**config.mk**
```make
export PLATFORM = sky130hd
export DESIGN_NAME = branch_predictor_bht
export DESIGN_NICKNAME = d
export VERILOG_FILES = /design/src/rtl/branch_predictor_bht.sv
export SDC_FILE = /design/constraint.sdc
export NUM_CORES = 2
export LEC_CHECK = 0
export BUFFER_PORTS_ARGS = -buffer_cell sky130_fd_sc_hd__buf_4
export CELL_PAD_IN_SITES_DETAIL_PLACEMENT = 1
export CELL_PAD_IN_SITES_GLOBAL_PLACEMENT = 1
export CORE_ASPECT_RATIO = 1.25
export CORE_MARGIN = 4
export CORE_UTILIZATION = 45
export CTS_CLUSTER_DIAMETER = 80
export DETAILED_ROUTE_END_ITERATION = 16
export PLACE_DENSITY_LB_ADDON = 0.1
export SYNTH_ARGS = -nofsm -noshare
export SYNTH_HDL_FRONTEND = slang
export SYNTH_SLANG_ARGS = --single-unit
export TNS_END_PERCENT = 30
```
**constraint.sdc**
```tcl
create_clock -name clk -period 18.95 [get_ports clk]
set_input_delay 5.685 -clock clk [delete_from_list [all_inputs] [get_ports clk]]
set_output_delay 5.685 -clock clk [all_outputs]
set_load 0.1 [all_outputs]
```
**src/rtl/branch_predictor_bht.sv**
```systemverilog
// rtl/branch_predictor_bht.sv - 2-bit counter BHT with tagged BTB and wrapping mispredict counter
module branch_predictor_bht #(
  parameter int INDEX_BITS = 6
) (
  input  logic        clk,
  input  logic        rst,
  input  logic [31:0] if_pc,
  output logic        pred_taken,
  output logic [31:0] pred_target,
  input  logic        upd_valid,
  input  logic [31:0] upd_pc,
  input  logic        upd_taken,
  input  logic [31:0] upd_target,
  input  logic        upd_pred_taken,
  output logic [31:0] mispredict_cnt
);

  localparam int TAG_BITS = 30 - INDEX_BITS;
  localparam int ENTRIES  = 1 << INDEX_BITS;

  // Counter encoding: 00 strong-NT, 01 weak-NT, 10 weak-T, 11 strong-T.
  localparam logic [1:0] CTR_STRONG_NT = 2'b00;
  localparam logic [1:0] CTR_WEAK_NT   = 2'b01;
  localparam logic [1:0] CTR_WEAK_T    = 2'b10;
  localparam logic [1:0] CTR_STRONG_T  = 2'b11;

  logic                valid_q  [ENTRIES];
  logic [TAG_BITS-1:0] tag_q    [ENTRIES];
  logic [31:0]         target_q [ENTRIES];
  logic [1:0]          ctr_q    [ENTRIES];

  logic [31:0] mispredict_cnt_q, mispredict_cnt_d;

  logic [INDEX_BITS-1:0] if_idx, upd_idx;
  logic [TAG_BITS-1:0]   if_tag, upd_tag;
  logic                  if_hit, upd_hit;

  logic        entry_we;
  logic [1:0]  ctr_d;
  logic [31:0] target_d;

  // Byte offset bits never select an entry; branches are word aligned.
  logic unused_pc_bits;
  assign unused_pc_bits = ^{if_pc[1:0], upd_pc[1:0]};

  assign if_idx  = if_pc[INDEX_BITS+1:2];
  assign if_tag  = if_pc[31:INDEX_BITS+2];
  assign upd_idx = upd_pc[INDEX_BITS+1:2];
  assign upd_tag = upd_pc[31:INDEX_BITS+2];

  assign mispredict_cnt = mispredict_cnt_q;

  // Zero-latency lookup from registered table; no bypass from a same-cycle update.
  always_comb begin
    if_hit      = valid_q[if_idx] && (tag_q[if_idx] == if_tag);
    pred_taken  = !rst && if_hit && ctr_q[if_idx][1];
    pred_target = pred_taken ? target_q[if_idx] : 32'h0;
  end

  // Training decision for the entry addressed by the resolving branch.
  always_comb begin
    upd_hit  = valid_q[upd_idx] && (tag_q[upd_idx] == upd_tag);
    entry_we = 1'b0;
    ctr_d    = ctr_q[upd_idx];
    target_d = target_q[upd_idx];
    if (upd_valid) begin
      if (upd_hit) begin
        entry_we = 1'b1;
        if (upd_taken) begin
          ctr_d    = (ctr_q[upd_idx] == CTR_STRONG_T) ? CTR_STRONG_T : ctr_q[upd_idx] + 2'd1;
          target_d = upd_target;
        end else begin
          ctr_d    = (ctr_q[upd_idx] == CTR_STRONG_NT) ? CTR_STRONG_NT : ctr_q[upd_idx] - 2'd1;
        end
      end else if (upd_taken) begin
        // Allocate (or steal an aliased entry) only on a taken branch.
        entry_we = 1'b1;
        ctr_d    = CTR_WEAK_T;
        target_d = upd_target;
      end
    end
  end

  // Mispredict count wraps naturally at 32 bits.
  always_comb begin
    mispredict_cnt_d = mispredict_cnt_q +
                       {31'd0, (upd_valid && (upd_taken != upd_pred_taken))};
  end

  // Table and counter state; reset overrides any same-cycle training.
  always_ff @(posedge clk) begin
    if (rst) begin
      for (int i = 0; i < ENTRIES; i++) begin
        valid_q[i] <= 1'b0;
        ctr_q[i]   <= CTR_WEAK_NT;
      end
      mispredict_cnt_q <= 32'h0;
    end else begin
      if (entry_we) begin
        valid_q[upd_idx]  <= 1'b1;
        tag_q[upd_idx]    <= upd_tag;
        target_q[upd_idx] <= target_d;
        ctr_q[upd_idx]    <= ctr_d;
      end
      mispredict_cnt_q <= mispredict_cnt_d;
    end
  end

endmodule
```
; After elaboration in Yosys (flattened, before gate mapping)
; Memory sizes are Yosys's and may differ from the RTL's.
; Cells that the tools add are included.
[totals]
in_bits = 101
out_inout_bits = 65
ff_bits = 32
mem_bits_rw = 3776
memories = 4
elab_cells = 47
[classes]
reduce_logical = 10
eq_ne = 6
addsub = 3
mux = 23
[mem_list]
columns = name, depth, width, rd, rd_ports_with_merged_regs, write_ports, line_no
row1 = target_q, 64, 32, 1, 0, 1, 29  ; logic [31:0] target_q [ENTRIES];
row2 = tag_q, 64, 24, 2, 0, 1, 28  ; logic [TAG_BITS-1:0] tag_q [ENTRIES];
row3 = ctr_q, 64, 2, 2, 0, 64, 30  ; logic [1:0] ctr_q [ENTRIES];
row4 = valid_q, 64, 1, 2, 0, 64, 27  ; logic valid_q [ENTRIES];
[op_table]
columns = operator, n
row1 = 2-to-1 mux 32 bit, 3
row2 = equality test 24 bit, 2
row3 = adder 32 x 1 -> 32 bit, 1
row4 = 2-to-1 mux 2 bit, 7
row5 = 2-to-1 mux 6 bit, 2
row6 = 2-to-1 mux 1 bit, 11
row7 = logical AND 1 bit, 5
row8 = AND reduction 3 bit, 1
row9 = "adder 2 x 1 -> 2 bit, second input constant", 1
row10 = "equality test 2 bit, second input constant", 1
row11 = logical NOT 2 bit, 1
row12 = "inequality test 2 bit, second input constant", 1
row13 = OR reduction 2 bit, 1
row14 = "subtractor 2 x 1 -> 2 bit, second input constant", 1
row15 = logical NOT 1 bit, 1
row16 = inequality test 1 bit, 1
row17 = "inequality test 1 bit, second input constant", 1
row18 = OR reduction 1 bit, 1

; Depth between registers and ports, before layout
; An unclocked memory read counts as a cell.
[logic_depth]
depth_word = 10
mapped_depth = 21
ltp_nobuf = 11

; Worst setup path before layout
; OpenSTA, ideal clock, no wires.
[synth_timing]
path_type = input-to-output
start = in if_pc[2]
end = out pred_target[16]
required_time_ns = 13.265
n_path_buf = 6
path_stages = 13
arrival_time_ns = 11.849
path_slack_ns = 1.416
path_cell_list = buf_2 > clkbuf_1 > buf_1 > buf_1 > mux4_2 > mux4_2 > mux4_2 > xnor2_1 > nand4_1 > or4_1 > clkbuf_1 > clkbuf_1 > a211oi_1
[synth_between]
elab_chain_len = 6
word_cells_on_any_way = 9
classes_between = eq/ne (1) / mux (1) / reduce/logical (3) / memory (4)
[synth_lines]
columns = item, line_no
row1 = "start, declared", 7  ; input logic [31:0] if_pc,
row2 = memory read (64 x 24 bit), --
row3 = equality test 24 bit, 55  ; if_hit = valid_q[if_idx] && (tag_q[if_idx] == if_tag);
row4 = logical AND 1 bit, 55
row5 = logical AND 1 bit (2 in a row), 56  ; pred_taken = !rst && if_hit && ctr_q[if_idx][1];
row6 = 2-to-1 mux 32 bit *, 57  ; pred_target = pred_taken ? target_q[if_idx] : 32'h0;
row7 = "end, declared", 9  ; output logic [31:0] pred_target,
; Every way passes the cells marked *; elsewhere a longest branch is shown, timed or not.

; Worst setup path after layout
[layout_timing]
start = in if_pc[2]
end = out pred_target[26]
; The elaborated chain is that of the path after synthesis.

==> summary.md <==
| Metric | Value |
|---|---|
| Vias in the first global route | `92700` |
| Worst vdd ir | `82.2 uV` |
| Critical Path Start | `if_pc[2]` |
| Post-Syn Instances | `7934` |
| Horiz. Die Dim | `543 um` |
| Area of the multi-input gates | `45500 sq um` |
| RSZ-0062 raised after global routing | `no` |
| Post-Syn Area | `161000 sq um` |
| RePlAce Congestion | `0.877` |
| CTS resizes | `0` |
| Fmax | `0.0568 GHz` |
| Post-CTS Setup Repair Bufs | `0` |
| Max Cap Violations | `0` |
| Layout Skew | `0.0533 ns` |
| Grt ovf | `0` |
| Post-DP HPWL | `310000 um` |
| Commonest non-fill, non-tap cell in the layout | `edfxtp_1` |
| Sequential-to-total area share from yosys stat | `70.5%` |
| Crit path arrival time | `11.91 ns` |
| Leak | `56.2 nW` |
| Final #Nets | `8243` |
| CP endpoint kind | `output port` |
| Mapped Avg Cell Area | `20.3 sq um` |
| Placed cell area | `169000 sq um` |
| RR Startpoint | `tag_q[57][14]$_DFFE_PP_` |
| DP Worst Slack | `1.42 ns` |
| Synth warn | `0` |
| CTS Buffer Depth | `4` |
| Critical path endpoint | `pred_target[26]` |
| Slew Limit Fails | `0` |
| EDFF count, synth | `3712` |
| Final WL | `551000 um` |
| Die outline area | `367000 sq um` |
| Final hold slack | `0.494 ns` |
| Initial Util | `45.1%` |
| Vias | `88500` |
| P&R area growth vs syn | `12.9%` |
| Syn nets | `8037` |
| Register Area | `113000 sq um` |
| # hold bufs at CTS | `0` |
| Global Route Usage Sum | `29.7%` |
| CP Data Required Time | `13.26 ns` |
| Period utilization | `92.9%` |
| Worst-path clk slew | `0.06 ns` |
| CTS Sinks | `3808` |
| TritonCTS buffer count | `386` |
| Met3 Usage GRT | `4.75%` |
| Post-route antenna net violation count | `0` |
| Worst-path maximum fanout | `81` |
| DR DRC count | `0` |
| CTS tree | `yes` |
| Largest net degree at the start of global routing | `154` |
| Final period demand of the worst path | `17.60 ns` |
| Busiest grt layer | `met2` |
| Post-route worst setup slack | `1.35 ns` |
| Num rows | `245` |
| DRT iter0 DRCs | `10600` |
| Final Hold Fails | `0` |
| Post-route cell area | `182000 sq um` |
| Relative slew margins | `16.3%` |
| Io pins | `166` |
| Power Dens Cells | `101 nW/um^2` |
| Setup_tns | `0 ns` |
| Number of I/O port buffers | `161` |
| Worst r2r dst | `tag_q[37][15]$_DFFE_PP_` |
| Netlist cell types | `80` |
| H-tree depth | `5` |
| First-pass GRT wire length | `759000 um` |
| Die Y | `676 um` |
| Clk root buf | `clkbuf_16` |
| Hold Crit Class | `reg2reg` |
| Via density | `6.72` |
| Most used DFF post-synth | `edfxtp_1` |
| Yosys reg bits | `3808` |
| Fill count | `31200` |
| Core area | `356000 sq um` |
| Async SR Flop Fraction | `0%` |
| Most frequent cells in the layout | `edfxtp_1 (3712), mux4_2 (1288), buf_4 (412)` |
| Initial antenna violation count | `28` |
| Clk_lat worst skew | `0.98 ns` |
| Startpoint Class | `primary input` |
| Critical path class | `in2out` |
| R2R cell count | `14` |
| Drt first pass iters | `8` |
| Actual slew at the worst max-slew pin | `1.25 ns` |
| Final setup viols | `0` |
| R2R Setup Slk | `12.00 ns` |
| Met1 usage | `37.7%` |
| Layout cell share with drive strength beyond 1 | `30.8%` |
| Status | `complete, no violations` |
| Routed len/inst | `41.8 um` |
| Met2 GRT Util | `49.6%` |
-- registers in the layout, indices dropped and copies added (netlist names) --
signal	cells
tag_q	1536
mispredict_cnt	32
ctr_q	128
valid_q	64
target_q	2048
-- where the power goes --
| part | switching, mW | internal (mW) |
|---|---|---|
| Sequential | 0.0103 | 9.26 |
| Combinational | 0.767 | 0.438 |
| Clock | 3.31 | 4.60 |
| Total | 4.08 | 14.3 |
-- Yosys cell counts (all sizes together) (64+ instances only) --
cell	number	area share (%)
o22ai	149	0.58
a22oi	153	0.71
o21ai	85	0.26
mux2	123	0.86
nor2	207	0.48
mux2i	291	1.8
a221oi	89	0.48
o21bai	64	0.30
a21oi	85	0.27
clkbuf	326	0.76
buf	295	0.97
inv	73	0.17
nand3	67	0.21
dfxtp	96	1.2
nor3	70	0.22
mux4	1288	18
edfxtp	3712	69
nand2	176	0.41
-- logic make-up after synthesis --
group	count (synthesis)	synth area share, %
buffers and inverters	694	1.91
adder cells (fa/ha/maj)	3	0.0218
multiplexers	1702	20.7
XOR/XNOR	75	0.408
flip-flops	3808	70.5
AO/OA/AOI/OAI	876	3.96
AND/OR/NAND/NOR	776	2.47
-- worst max-delay path, stage by stage --
cell      delay (ns)
buf_16          0.43
buf_4           0.56
mux4_2          0.59
mux4_2          0.49
mux2i_1         0.25
nor2_1          0.08
a21oi_1         0.66
xnor2_1         0.14
nor4_1          0.41
nand4_1         0.37
or4_2           1.22
a211oi_1        0.40
buf_4           0.36
-- through the flow --
stage | power (mW) | instances | util (%)
2_1_floorplan | 10.1 | 7934 | -
3_3_place_gp | 10.6 | 12400 | 47.4
3_5_place_dp | 10.6 | 12400 | 47.4
4_1_cts | 18.5 | 13200 | 51.0
5_1_grt | 18.9 | 13200 | 51.0
6_report | 18.4 | 13200 | 51.0
-- layout make-up --
| class | count | share of cell area (%) |
|---|---|---|
| repair buffers | 439 | 1.98 |
| inverters | 73 | 0.154 |
| multi-input cells | 3432 | 25.1 |
| well taps | 4693 | 3.23 |
| clock buffers | 468 | 5.69 |
| flip-flops and latches | 3808 | 62.4 |
| diodes | 17 | 0.0234 |
| clock inverters | 240 | 1.42 |
-- metal layers --
metal  part of all wire [%]  vias to the layer above
met5                 0.0098                        -
met4                    6.1                        6
met3                    7.3                     1171
met2                     50                     4548
li1                       -                    34300
met1                     37                    48600
-- worst min-delay path by stage --
stage / depth (start not counted) / to / from
6_report: 2 / valid_q[41]$_DFF_P_ / valid_q[41]$_DFF_P_
2_1_floorplan: 2 / valid_q[26]$_DFF_P_ / valid_q[26]$_DFF_P_
3_5_place_dp: 2 / valid_q[41]$_DFF_P_ / valid_q[41]$_DFF_P_
5_1_grt: 2 / valid_q[41]$_DFF_P_ / valid_q[41]$_DFF_P_
3_3_place_gp: 2 / valid_q[26]$_DFF_P_ / valid_q[26]$_DFF_P_
4_1_cts: 2 / valid_q[41]$_DFF_P_ / valid_q[41]$_DFF_P_
(Power assumes the default switching activity.)
